`src/rtl/sensor_hub_pkg.sv`:
```
`default_nettype none
// ============================================================================
// Module   : sensor_hub_pkg
// Brief    : Shared constants, FSM state type and helpers for the sensor hub
//            packet path (optional PKT_CHECKSUM_EN adds the CHK state).
// Revision : 1.0 - initial release
// ============================================================================
package sensor_hub_pkg;

    localparam logic [7:0] c_sync_byte_default = 8'hA5;
    localparam int         c_pkt_len_base      = 4;
    localparam int         c_pkt_len_chk       = 5;

    typedef enum logic [2:0] {
        ST_IDLE = 3'd0,
        ST_SYNC = 3'd1,
        ST_ID   = 3'd2,
        ST_MSB  = 3'd3,
`ifdef PKT_CHECKSUM_EN
        ST_LSB  = 3'd4,
        ST_CHK  = 3'd5
`else
        ST_LSB  = 3'd4
`endif
    } state_t;

    // A single channel still needs a 1-bit index.
    function automatic int ch_idx_w(input int n);
        return (n <= 1) ? 1 : $clog2(n);
    endfunction

endpackage
`default_nettype wire

```
`src/rtl/rr_arbiter.sv`:
```
`default_nettype none
// ============================================================================
// Module   : rr_arbiter
// Brief    : Combinational round-robin grant; search starts just above ptr.
// Revision : 1.0 - initial release
// ============================================================================
module rr_arbiter #(
    parameter int N_CH  = 4,
    parameter int IDX_W = 2
) (
    input  logic [N_CH-1:0]  req,
    input  logic [IDX_W-1:0] ptr,
    output logic [N_CH-1:0]  grant,
    output logic [IDX_W-1:0] idx
);

    // Scanning from the farthest offset down lets the nearest requester win.
    always_comb begin
        grant = '0;
        idx   = '0;
        for (int k = N_CH; k >= 1; k--) begin
            if (req[(int'(ptr) + k) % N_CH]) begin
                grant                          = '0;
                grant[(int'(ptr) + k) % N_CH]  = 1'b1;
                idx                            = IDX_W'((int'(ptr) + k) % N_CH);
            end
        end
    end

endmodule
`default_nettype wire

```
`src/rtl/uart_pkt_arbiter.sv`:
```
`default_nettype none
// ============================================================================
// Module   : uart_pkt_arbiter
// Brief    : Round-robin share of one UART byte transmitter among N_CH sample
//            channels; frames sync/id/msb/lsb[/checksum with PKT_CHECKSUM_EN].
// Revision : 1.0 - initial release
// ============================================================================
module uart_pkt_arbiter
    import sensor_hub_pkg::*;
#(
    parameter int         N_CH      = 4,
    parameter logic [7:0] SYNC_BYTE = c_sync_byte_default
) (
    input  logic                         clk,
    input  logic                         rst_n,
    input  logic [N_CH-1:0]              req_valid,
    input  logic [16*N_CH-1:0]           req_data,
    output logic [N_CH-1:0]              req_ready,
    output logic [7:0]                   tx_data,
    output logic                         tx_valid,
    input  logic                         tx_ready,
    output logic                         busy,
    output logic [ch_idx_w(N_CH)-1:0]    grant_id
);

    localparam int c_idx_w = ch_idx_w(N_CH);

    state_t               r_state;
    logic [15:0]          r_sample;
    logic [c_idx_w-1:0]   r_grant_id;
    logic [c_idx_w-1:0]   r_ptr;
    logic [7:0]           r_tx_data;
    logic                 r_tx_valid;

    logic [N_CH-1:0]      w_grant;
    logic [c_idx_w-1:0]   w_idx;
    logic [15:0]          w_sel_data;
    logic                 w_any;
    logic                 w_xfer;

    rr_arbiter #(
        .N_CH  (N_CH),
        .IDX_W (c_idx_w)
    ) u_rr_arbiter (
        .req   (req_valid),
        .ptr   (r_ptr),
        .grant (w_grant),
        .idx   (w_idx)
    );

    always_comb begin
        w_sel_data = '0;
        for (int i = 0; i < N_CH; i++) begin
            if (w_grant[i]) w_sel_data = req_data[16*i +: 16];
        end
    end

    assign w_any  = |req_valid;
    assign w_xfer = r_tx_valid && tx_ready;

    // Gated by rst_n so the capture strobe is quiet while reset is held.
    assign req_ready = (r_state == ST_IDLE && rst_n) ? w_grant : '0;
    assign tx_data   = r_tx_data;
    assign tx_valid  = r_tx_valid;
    assign busy      = (r_state != ST_IDLE);
    assign grant_id  = r_grant_id;

    always_ff @(posedge clk or negedge rst_n) begin
        if (!rst_n) begin
            r_state    <= ST_IDLE;
            r_sample   <= '0;
            r_grant_id <= '0;
            r_ptr      <= c_idx_w'(N_CH - 1);
            r_tx_data  <= 8'h00;
            r_tx_valid <= 1'b0;
        end else begin
            case (r_state)
                ST_IDLE: begin
                    if (w_any) begin
                        r_sample   <= w_sel_data;
                        r_grant_id <= w_idx;
                        r_ptr      <= w_idx;
                        r_tx_data  <= SYNC_BYTE;
                        r_tx_valid <= 1'b1;
                        r_state    <= ST_SYNC;
                    end
                end
                ST_SYNC: begin
                    if (w_xfer) begin
                        r_tx_data <= 8'(r_grant_id);
                        r_state   <= ST_ID;
                    end
                end
                ST_ID: begin
                    if (w_xfer) begin
                        r_tx_data <= r_sample[15:8];
                        r_state   <= ST_MSB;
                    end
                end
                ST_MSB: begin
                    if (w_xfer) begin
                        r_tx_data <= r_sample[7:0];
                        r_state   <= ST_LSB;
                    end
                end
`ifdef PKT_CHECKSUM_EN
                ST_LSB: begin
                    if (w_xfer) begin
                        r_tx_data <= 8'(r_grant_id) ^ r_sample[15:8] ^ r_sample[7:0];
                        r_state   <= ST_CHK;
                    end
                end
                ST_CHK: begin
                    if (w_xfer) begin
                        r_tx_data  <= 8'h00;
                        r_tx_valid <= 1'b0;
                        r_state    <= ST_IDLE;
                    end
                end
`else
                ST_LSB: begin
                    if (w_xfer) begin
                        r_tx_data  <= 8'h00;
                        r_tx_valid <= 1'b0;
                        r_state    <= ST_IDLE;
                    end
                end
`endif
                default: begin
                    r_tx_data  <= 8'h00;
                    r_tx_valid <= 1'b0;
                    r_state    <= ST_IDLE;
                end
            endcase
        end
    end

endmodule
`default_nettype wire

```
`config.mk`:
```
export PLATFORM = sky130hd
export DESIGN_NAME = uart_pkt_arbiter
export DESIGN_NICKNAME = d
export VERILOG_FILES = /design/src/rtl/sensor_hub_pkg.sv /design/src/rtl/rr_arbiter.sv /design/src/rtl/uart_pkt_arbiter.sv
export SDC_FILE = /design/constraint.sdc
export NUM_CORES = 1
export LEC_CHECK = 0
export BUFFER_PORTS_ARGS = -buffer_cell sky130_fd_sc_hd__buf_2
export CAP_MARGIN = 20
export CORE_MARGIN = 4
export CORE_UTILIZATION = 47
export DETAILED_ROUTE_END_ITERATION = 7
export PLACE_DENSITY = 0.81
export SYNTH_ARGS = -nofsm -noshare
export SYNTH_HDL_FRONTEND = slang
export SYNTH_SLANG_ARGS = --single-unit
```
`constraint.sdc`:
```
create_clock -name clk -period 7.5 [get_ports clk]
set_input_delay 0.75 -clock clk [delete_from_list [all_inputs] [get_ports clk]]
set_output_delay 0.75 -clock clk [all_outputs]
set_load 0.01 [all_outputs]
```
Word-level counts from Yosys, hierarchy flattened
Cells that the tools add are included.
- bits in registers: 32
- latch bits: 0
- memory bits (writable): 0
- bits in read-only memories: 0
- output and inout bits: 16
- memories kept: 0
- $add $sub $neg: 4
- multipliers: 0
- divide/modulo/power cells: 0
- $lt $le $gt $ge: 8
- eq/ne operators: 9
- shift operators: 0
- mux-type cells: 48
- bitwise logic cells: 5
- reductions and logical operators: 17
- operator list (operator ; count):
    $mux W16 ; 4
    $mux W8 ; 5
    $pmux W8 S5 ; 1
    $mux W4 ; 5
    $lt A3 B4 Y1 const B ; 4
    $mux W3 ; 5
    $pmux W3 S5 ; 1
    $mux W1 ; 14
    $ge A3 B1 Y1 const B ; 4
    $ne A2 B2 Y1 const B ; 5
    $bmux W1 S2 ; 4
    $demux W1 S2 ; 4
    $mux W2 ; 4
    $reduce_or A2 Y1 ; 4
    $eq A3 B2 Y1 const B ; 2
    $logic_and A1 B1 Y1 ; 6
    $reduce_and A5 Y1 ; 1
    $add A2 B1 Y2 const B ; 2
    $add A2 B2 Y2 const B ; 2
    $and A1 B1 Y1 const A ; 4
    $reduce_or A4 Y1 ; 1
    $eq A3 B1 Y1 const B ; 1
    $eq A3 B3 Y1 const B ; 1
    $logic_not A3 Y1 ; 1
    6 further kinds ; 6

Longest topological paths before layout
Gate-level depths: netlist of run 1.
- word-level depth: 15
- mapped depth: 13

Cells and area by module
From an unflattened synthesis of run 1, not the netlist that was laid out.
- cell total of the unflattened synthesis: 261
- area total of the unflattened synthesis: 2314.7 um^2
- by module, submodules not included (module ; instances ; cells an instance ; area each (um^2) ; seq. area each (um^2)):
    uart_pkt_arbiter ; 1 ; 212 ; 1901.8 ; 803.3
    rr_arbiter ; 1 ; 49 ; 412.9 ; 0.0

Worst setup path after synthesis of run 1
No wires, ideal clock.
- kind: register -> output
- start: register r_ptr[0]
- end: output port req_ready[2]
- data arrival time: 2.968 ns
- required time: 6.750 ns
- setup slack: 3.782 ns
- stages on the path, launching flop included: 12
- path through: dfstp_2 > buf_4 > inv_1 > ha_1 > buf_6 > mux2_4 > or4_4 > a211oi_4 > or2_1 > buf_4 > buf_8 > nor2b_1
- longest elaborated chain between the ends: 12
- ends and longest elaborated chain (element ; RTL line ; RTL):
    from (decl) ; uart_pkt_arbiter.sv:31 ; logic [c_idx_w-1:0] r_ptr;
    from (signal assigned) ; uart_pkt_arbiter.sv:73 ; r_ptr <= c_idx_w'(N_CH - 1);
    from (signal assigned) ; uart_pkt_arbiter.sv:82 ; r_ptr <= w_idx;
    $add A2 B1 Y2 ; rr_arbiter.sv:22, rr_arbiter.sv:24 ;
    $reduce_or A2 Y1 (no line) ; n/a ;
    $and A1 B1 Y1 (no line) ; n/a ;
    $lt A3 B4 Y1 (not written as such) or $ge A3 B1 Y1 (tied branches) ; rr_arbiter.sv:24 ; grant[(int'(ptr) + k) % N_CH] = 1'b1;
    $logic_and A1 B1 Y1 (not written as such) ; rr_arbiter.sv:24 ;
    $mux W1 (not written as such) ; rr_arbiter.sv:24 ;
    $demux W1 S2 ; n/a ;
    $mux W4 (3 in series) ; rr_arbiter.sv:22 ; if (req[(int'(ptr) + k) % N_CH]) begin
    $mux W4 * ; rr_arbiter.sv:22 ;
    $mux W4 * ; uart_pkt_arbiter.sv:62 ; assign req_ready = (r_state == ST_IDLE && rst_n) ? w_grant : '0;
    to (decl) ; uart_pkt_arbiter.sv:18 ; output logic [N_CH-1:0] req_ready,
Mark *: on every way between the ends. The rest lies on a longest branch, timed or not. The select of a mux whose other input is x is not followed.

Worst setup path in the final report of run 1
Ends and elaborated chain as after synthesis.

==> results of run 1 <==
==> layout make-up <==
type,count,area (um^2),area share
Multi-Input combinational cell,253,1870,0.560
Timing Repair Buffer,88,445,0.133
Sequential cell,32,803,0.240
Clock inverter,2,35.0,0.0105
Inverter,6,22.5,0.00674
Tap cell,75,93.8,0.0281
Clock buffer,6,72.6,0.0217
==> state kept, by name, summed over array words and instances, names as in the netlist <==
name	count
r_ptr	2
tx_valid	1
r_sample	16
grant_id	2
r_state	3
tx_data	8
==> where the power goes <==
| group | total (mW) | internal [mW] | switching [mW] |
|---|---|---|---|
| clock | 0.169 | 0.0987 | 0.0703 |
| combinational | 1.15 | 0.445 | 0.700 |
| sequential | 0.337 | 0.253 | 0.0844 |
==> synth_stat cells, types with 6 or more instances <==
master	instances	area share
ha_1	7	0.029
clkbuf_1	10	0.013
mux2i_1	8	0.027
o31ai_1	7	0.018
buf_6	6	0.023
a21oi_1	37	0.062
o21bai_1	16	0.040
nand2_1	21	0.026
buf_4	7	0.018
dfrtp_1	30	0.25
nand3_1	32	0.054
nor2_1	8	0.010
a2111oi_0	18	0.053
a311oi_2	9	0.045
a311oi_1	7	0.021
inv_1	6	0.0076
nor2b_1	10	0.021
o21ai_0	11	0.018
and2b_2	9	0.026
==> metal layers <==
metal	share of wire	wire, um	GRT usage	vias up
met5	0	0	0	-
met4	0.011	93	0.0460	0
met3	0.085	724	0.0470	12
met2	0.49	4190	0.385	130
met1	0.41	3500	0.301	1367
li1	-	-	-	1353
==> final timing paths <==
path	from	end	slack, ns
min	tx_data[0]	tx_data[0]	0.47
max	r_ptr[0]	req_ready[2]	2.50
max reg2reg	r_ptr[0]	r_sample[15]	3.48
max in group asynchronous	rst_n	r_sample[15]	6.49
min in group asynchronous	rst_n	r_state[2]	0.53
min reg2reg	tx_data[0]	tx_data[0]	0.47
==> cells by family after synthesis <==
logic type,count (synthesis),synth area share
AOI/OAI and AO/OA,130,0.340
DFF,32,0.270
adders and majority gates,8,0.0327
muxes,15,0.0672
and+or+nand+nor,100,0.186
buffers and inverters,41,0.105
==> through the flow <==
step           hold slack [ns]   util  setup slack, ns  power [mW]
6_report                 0.472  0.555             2.50        1.65
4_1_cts                  0.480  0.554             2.55        1.63
2_1_floorplan            0.454      -             3.78        1.37
3_5_place_dp             0.463  0.536             2.86        1.46
5_1_grt                  0.506  0.555             2.26        1.79
3_3_place_gp             0.454  0.536             3.00        1.42
==> run_results.csv, run 1 <==
group,metric,value,unit
timing,timing.final.hold_violations,0,
placed_design,gp_congestion,0.899,
yosys,ys_ff_latch,32,
clock_tree,clkLatencyLatePin,0.29,ns
critical_path,critical_path.startpoint_type,"register",
clock_tree,cts-root-to-sink-buffers,2,
grt,wire_length_of_the_first_global_routing_pass,13.7,mm
clock_tree,holdBufCountCts,0,
power,power_leakage,1.49,nW
timing,finClkSkew,0.00284,ns
routing,routed_wirelength,8.51,mm
die,core_region_area,6030,um^2
clock_tree,postCtsResizedCells,0,
timing,timing.final.max_slew_violations,0,
critical_path,worstPathBufferInverterCount,2,
timing,post-route-period-util,0.667,
clock_tree,root_buffer,"clkbuf_8",
routing,vias,2862,
timing,max_slew_margin,0.497,
timing,setup_total_negative_slack,0,ns
power,pwr_density,494,nW/um^2
grt,initial_antenna_violation_count,0,
run,maxCapViolCount,0,
timing,worstMarginPinSlew,0.755,ns
yosys,synthArstFlopShare,1.00,
finish,syn2layout_area_growth,12.2,%
critical_path,critical-path-top-delay-family,"simple AND/OR/NAND/NOR gates",
critical_path,critPathCaptureType,"output pin",
power,vdd_ir_drop_max,0.273,mV
critical_path,timing.critical_path.cells,"inv_1, ha_1, mux2_4, or4_4, a211oi_4, or2_1, nor2b_1, buf_2",
clock_tree,cts_inserted_buffers,5,
yosys,synth_seq_area_share,0.270,
finish,fillerInstances,549,
placed_design,place.detailed.hpwl,6.30,mm
die,ios,87,
critical_path,cp.depth,8,
clock_tree,cts_tree,"done",
timing,final_period_minus_worst_setup_slack,5.00,ns
yosys,yosys_warnings,0,
yosys,post_synth_inst_count,326,
die,floorplan.die.width,87.6,um
critical_path,largest_incremental_delay_on_the_critical_path,0.75,ns
yosys,total_nets_after_synthesis,404,
routing,antenna_violating_nets_post_route,0,
yosys,post_synth.cell_area_avg,9.14,um^2
placed_design,placed_area,3230,um^2
critical_path,timing.critical_path.arrival,4.25,ns
yosys,number_of_enable_type_register_cells_in_the_synthesized_netlist,0,
routing,routedWlPerCell,18.4,um
die,initial_core_utilization,0.495,
critical_path,crit_slowest_cell,"dfstp_2",
outcome,status,"finished clean",
finish,drive_above_1_share,0.349,
die,die_y,87.6,um
die,die_area,7680,um^2
clock_tree,postCtsSetupRepairBufs,0,
placed_design,dp.cells,453,
finish,area_of_all_placed_cells_without_fillers,3340,um^2
critical_path,timing.setup.critical_path_class,"register to output pin",
die,rows,28,
yosys,dominantRegCellSynth,"dfrtp_1",
timing,rsz0062_at_grt,"false",
clock_tree,clk_pin_slew,0.07,ns
critical_path,crit_fanout,19,
min_path,min_path_cells,1,
critical_path,cp_data_required_time,6.75,ns
routing,drt_iter0_markers,215,
finish,diode_insertion_count_for_antenna_repair,0,
finish,fin_nets,464,
routing,vias_per_cell,6.19,
finish,highest_count_cells_in_the_layout_ignoring_fill_and_taps,"buf_2, a21oi_1, nand3_1",
routing,drcViolationCount,0,
grt,number_of_global_route_vias_before_repair,2798,
min_path,timing.hold.worst.class,"register to register",
yosys,post_synth_instance_area,2980,um^2
grt,grt_start_max_net_pins,55,
critical_path,timing.reg2reg.worst_path_depth,8,
grt,track_usage,0.227,
finish,layout_commonest_cell,"buf_2",
yosys,post_synth_num_cell_types,59,
timing,fmax,200,MHz
clock_tree,htree_num_levels,2,
grt,grt_remaining_overflow,0,
routing,detail_route.first_pass.iterations,5,
finish,fin_cells,462,
clock_tree,clock_sink_count,32,
placed_design,portBuffers,86,
timing,finalSetupViolCount,0,
No activity file was read; power rests on OpenSTA's default activity.
==> inputs of run 2 (changes only) <==
- clock period: 7.5 -> 4.8 ns (I/O delays scaled with it)
==> run 2 against run 1 <==
  * Hold slack lost 0.21 ns
  * Clock power increased by 55%
  * Via count increased by 4.9%
  * Count of clock-buffer cells in the layout unchanged
  * Utilization up 0.62 points
  * Combinational power grew 63%
  * Global-route usage increased by 0.14 points
  * Flip-flop and latch count unchanged
  * Setup slack got worse by 1.8 ns
  * Critical path type unchanged
==> run_results.csv, run 2 (synthesized netlist as in run 1, its figures left out) <==
group,metric,value,unit
finish,layout_commonest_cell,"buf_2",
timing,rsz0062_at_grt,"false",
die,ios,87,
finish,ff_latch_area,803,um^2
critical_path,critical_path.startpoint_type,"register",
clock_tree,root_buffer,"clkbuf_8",
finish,fillerInstances,557,
clock_tree,postCtsResizedCells,0,
die,rows,28,
die,floorplan.die.width,87.6,um
grt,grt_start_max_net_pins,55,
grt,wire_length_of_the_first_global_routing_pass,13.8,mm
finish,syn2layout_area_growth,13.4,%
finish,fin_nets,469,
critical_path,critPathCaptureType,"output pin",
die,initial_core_utilization,0.495,
timing,worstMarginPinSlew,0.777,ns
finish,max_flop_register,"r_sample",
clock_tree,cts_inserted_buffers,5,
min_path,timing.hold.worst.class,"input port to asynchronous set/reset pin",
finish,diode_insertion_count_for_antenna_repair,0,
finish,fin_cells,467,
die,die_y,87.6,um
finish,drive_above_1_share,0.357,
clock_tree,clock_sink_count,32,
run,maxCapViolCount,0,
timing,timing.final.hold_violations,0,
grt,grt-busiest-layer,"met2",
finish,highest_count_cells_in_the_layout_ignoring_fill_and_taps,"buf_2, a21oi_1, nand3_1",
timing,finClkSkew,0.00661,ns
power,power_leakage,1.51,nW
placed_design,portBuffers,86,
finish,largest_reg_flops,16,
power,vdd_ir_drop_max,0.412,mV
critical_path,cp_data_required_time,4.32,ns
grt,grt_remaining_overflow,0,
critical_path,timing.critical_path.arrival,3.62,ns
placed_design,post-place-ws,1.06,ns
timing,final_period_minus_worst_setup_slack,4.10,ns
routing,drcViolationCount,0,
critical_path,timing.setup.critical_path_class,"register to output pin",
timing,finalSetupViolCount,0,
timing,timing.final.max_slew_violations,0,
grt,grt_use_met1,0.296,
routing,routedWlPerCell,18.7,um
die,core_region_area,6030,um^2
routing,routed_wirelength,8.75,mm
grt,number_of_global_route_vias_before_repair,2908,
clock_tree,cts-root-to-sink-buffers,2,
placed_design,gp_congestion,0.846,
finish,multi_input_comb_area,1870,um^2
clock_tree,clkLatencyLatePin,0.29,ns
placed_design,dp.cells,458,
placed_design,place.detailed.hpwl,6.39,mm
routing,drt_iter0_markers,222,
timing,post-route-period-util,0.854,
die,die_area,7680,um^2
clock_tree,cts_tree,"done",
grt,track_usage,0.229,
routing,detail_route.first_pass.iterations,5,
grt,initial_antenna_violation_count,0,
timing,max_slew_margin,0.482,
routing,vias_per_cell,6.43,
outcome,status,"finished clean",
finish,fin_util,0.561,
timing,fin_ws,0.700,ns
routing,antenna_violating_nets_post_route,0,
grt,globalRouteMet3Util,0.0536,
clock_tree,postCtsSetupRepairBufs,0,
power,pwr_density,790,nW/um^2
timing,setup_total_negative_slack,0,ns
clock_tree,htree_num_levels,2,
timing,timing.hold.ws,0.262,ns
timing,fmax,244,MHz
grt,grt_use_met2,0.368,
clock_tree,holdBufCountCts,0,
clock_tree,clk_pin_slew,0.07,ns
routing,vias,3002,
critical_path,crit_fanout,19,
-- run 2: worst max-delay path: stages (launching register included) --
cell and delay (ns):
dfstp_2 0.74, inv_1 0.18, ha_1 0.54, mux2_4 0.36, or4_4 0.52, a21bo_1 0.42, a21bo_1 0.27, nor2_1 0.12
buf_2 0.15
-- run 2: worst paths after layout --
path / start / endpoint / slack (ns) / cells after the start
setup / recovery: r_ptr[0] / req_ready[3] / 0.70 / 8
hold / removal: rst_n / tx_data[0] / 0.26 / 1
setup reg to reg: r_ptr[0] / r_sample[14] / 1.02 / 7
hold reg to reg: tx_data[0] / tx_data[0] / 0.48 / 1
max in group asynchronous: rst_n / r_sample[15] / 4.04 / 1
min in group clk: req_data[12] / r_sample[12] / 0.44 / 3
-- run 2: power breakdown --
group | switching, mW | total (mW) | internal, mW
Sequential | 0.131 | 0.526 | 0.395
Clock | 0.108 | 0.262 | 0.154
Combinational | 1.14 | 1.88 | 0.745
Total | 1.38 | 2.67 | 1.29
-- run 2: layout make-up --
class,instances,share of cell area
repair buffers,93,0.143
multi-input cells,253,0.553
inverters,6,0.00666
flip-flops and latches,32,0.238
clock inverters,2,0.0104
well taps,75,0.0278
clock buffers,6,0.0215
-- run 2: stage by stage --
| step | area [um^2] | power [mW] |
|---|---|---|
| global route | 3380 | 2.87 |
| floorplan | 2980 | 2.14 |
| CTS | 3370 | 2.62 |
| global placement | 3270 | 2.29 |
| finish | 3380 | 2.67 |
| detailed placement | 3270 | 2.36 |
-- run 2: per-layer routing --
metal  routed length (um)  vias to the layer above
met5                    0                        -
met4                  208                        0
met3                  842                       26
met2                 4190                      174
met1                 3510                     1438
li1                     -                     1364
==> inputs of run 3 (changes only) <==
- GPL_TIMING_DRIVEN: default -> 0
==> run 3 against run 2 <==
  * Global-route usage down 0.51 points
  * Clock power down 26%
  * Critical endpoint is now req_ready[2]
  * Critical path type unchanged
  * Utilization up 3.2 points
  * Largest cell class unchanged
==> run_results.csv, run 3 (synthesized netlist as in run 1, its figures left out) <==
group,metric,value,unit
outcome,status,"finished clean",
power,power.internal,1.44,mW
routing,detail_route.first_pass.iterations,5,
critical_path,critical_r2r_capture,"r_sample[9]",
finish,max_flop_register,"r_sample",
critical_path,crit_fanout,10,
grt,track_usage,0.224,
timing,post-route-period-util,0.854,
routing,drcViolationCount,0,
grt,grt_start_max_net_pins,34,
min_path,timing.hold.worst.class,"input port to asynchronous set/reset pin",
die,core_region_area,6030,um^2
critical_path,largest_incremental_delay_on_the_critical_path,0.59,ns
run,maxCapViolCount,0,
timing,finClkSkew,0.00827,ns
critical_path,timing.critical_path.cells,"buf_4, inv_1, ha_1, buf_6, mux2_4, or4_4, a211oi_4, or2_1, buf_4, buf_8, nor2b_1, buf_2",
clock_tree,root_buffer,"clkbuf_8",
timing,timing.final.max_slew_violations,0,
critical_path,timing.setup.critical_path_class,"register to output pin",
critical_path,critical_path.startpoint_type,"register",
grt,wire_length_of_the_first_global_routing_pass,13.4,mm
timing,max_slew_margin,0.507,
clock_tree,clk_pin_slew,0.07,ns
grt,grt_use_met1,0.289,
critical_path,critical-path-top-cell-by-count,"buf_4",
finish,fin_nets,495,
timing,timing.final.hold_violations,0,
power,combinational_power_share,0.770,
timing,worstMarginPinSlew,0.739,ns
power,power.share.clock,0.067,
routing,drt_iter0_markers,213,
timing,finalSetupViolCount,0,
routing,vias,3029,
power,power.share.sequential,0.162,
die,rows,28,
critical_path,r2r_start,"r_ptr[0]",
critical_path,worstPathBufferInverterCount,6,
clock_tree,postCtsSetupRepairBufs,0,
critical_path,crit_slowest_cell,"dfstp_2",
clock_tree,htree_num_levels,2,
routing,vias_per_cell,6.16,
critical_path,critical-path-top-delay-family,"buffers and inverters",
critical_path,regToRegSetupSlack,1.25,ns
clock_tree,clkLatencyLatePin,0.28,ns
finish,largest_reg_flops,16,
clock_tree,cts-root-to-sink-buffers,2,
finish,syn2layout_area_growth,19.9,%
grt,grt_remaining_overflow,0,
power,pwr_density,805,nW/um^2
critical_path,critPathCaptureType,"output pin",
clock_tree,cts_tree,"done",
timing,fmax,244,MHz
power,net-switching-power,1.44,mW
die,ios,87,
placed_design,post-place-ws,1.02,ns
critical_path,timing.reg2reg.worst_path_depth,12,
finish,layout_commonest_cell,"buf_2",
critical_path,timing.critical_path.arrival,3.62,ns
placed_design,place.detailed.hpwl,6.79,mm
finish,fin_util,0.593,
grt,initial_antenna_violation_count,0,
grt,grt-busiest-layer,"met2",
clock_tree,holdBufCountCts,0,
die,floorplan.die.width,87.6,um
clock_tree,cts_inserted_buffers,5,
placed_design,gp_congestion,0.891,
finish,highest_count_cells_in_the_layout_ignoring_fill_and_taps,"buf_2, a21oi_1, nand3_1",
timing,setup_total_negative_slack,0,ns
timing,final_period_minus_worst_setup_slack,4.10,ns
power,swShare,0.500,
critical_path,cp_data_required_time,4.32,ns
power,power_leakage,1.61,nW
routing,routedWlPerCell,18.2,um
placed_design,portBuffers,84,
routing,routed_wirelength,8.96,mm
grt,grt_use_met2,0.376,
timing,fin_ws,0.700,ns
die,initial_core_utilization,0.495,
clock_tree,postCtsResizedCells,0,
finish,diode_insertion_count_for_antenna_repair,0,
power,vdd_ir_drop_max,0.679,mV
clock_tree,clock_sink_count,32,
die,die_y,87.6,um
grt,globalRouteMet3Util,0.0376,
timing,rsz0062_at_grt,"false",
grt,number_of_global_route_vias_before_repair,2818,
finish,drive_above_1_share,0.372,
routing,antenna_violating_nets_post_route,0,
die,die_area,7680,um^2
[run 3: final cells by class]
cell class,count,area (um^2)
sequential,32,803
timing repair buffer,84,420
tap,75,93.8
multi-input combinational,253,1870
clock inverter,1,5.00
clock buffer,6,72.6
buffer,35,289
fill,551,2450
inverter,6,22.5
[run 3: power by group through the flow]
stage,Combinational (mW),Clock (mW),Sequential [mW]
4_1_cts,2.18,0.197,0.467
3_5_place_dp,2.16,0,0.472
5_1_grt,2.39,0.208,0.479
3_3_place_gp,2.10,0,0.467
2_1_floorplan,1.67,0,0.468
6_report,2.22,0.194,0.467
[run 3: worst max path at each step]
| stage | startpoint | end | slack [ns] | depth (start not counted) |
|---|---|---|---|---|
| finish | r_ptr[0] | req_ready[2] | 0.70 | 12 |
| global route | r_ptr[0] | req_ready[2] | 0.57 | 12 |
| CTS | r_ptr[0] | req_ready[2] | 0.72 | 12 |
| detailed placement | r_ptr[0] | req_ready[2] | 1.02 | 12 |
| global placement | r_ptr[0] | req_ready[2] | 1.06 | 12 |
| floorplan | r_ptr[0] | req_ready[2] | 1.35 | 11 |
[run 3: worst register-to-register path, stage by stage (launching register included)]
cell	delay, ns
dfstp_2	0.59
buf_4	0.17
inv_1	0.11
ha_1	0.31
buf_6	0.14
mux4_2	0.64
a21oi_1	0.22
o2bb2ai_2	0.16
or2_1	0.25
buf_4	0.17
buf_8	0.14
a2111oi_0	0.38
a21oi_1	0.15
[run 3: metal layers]
| metal | up-vias | share of wire | wire length (um) |
|---|---|---|---|
| met5 | - | 0 | 0 |
| met4 | 0 | 0.023 | 206 |
| met3 | 28 | 0.073 | 658 |
| met2 | 164 | 0.49 | 4360 |
| met1 | 1421 | 0.42 | 3740 |
| li1 | 1416 | - | - |
[run 3: per-stage QoR]
| stage | power [mW] | hold slack (ns) | area [um^2] | instances |
|---|---|---|---|---|
| after floorplan | 2.14 | 0.184 | 2980 | 326 |
| after global placement | 2.56 | 0.461 | 3490 | 485 |
| after detailed placement | 2.64 | 0.466 | 3490 | 485 |
| after CTS | 2.84 | 0.269 | 3570 | 492 |
| after global routing | 3.08 | 0.292 | 3570 | 492 |
| final | 2.88 | 0.254 | 3570 | 492 |
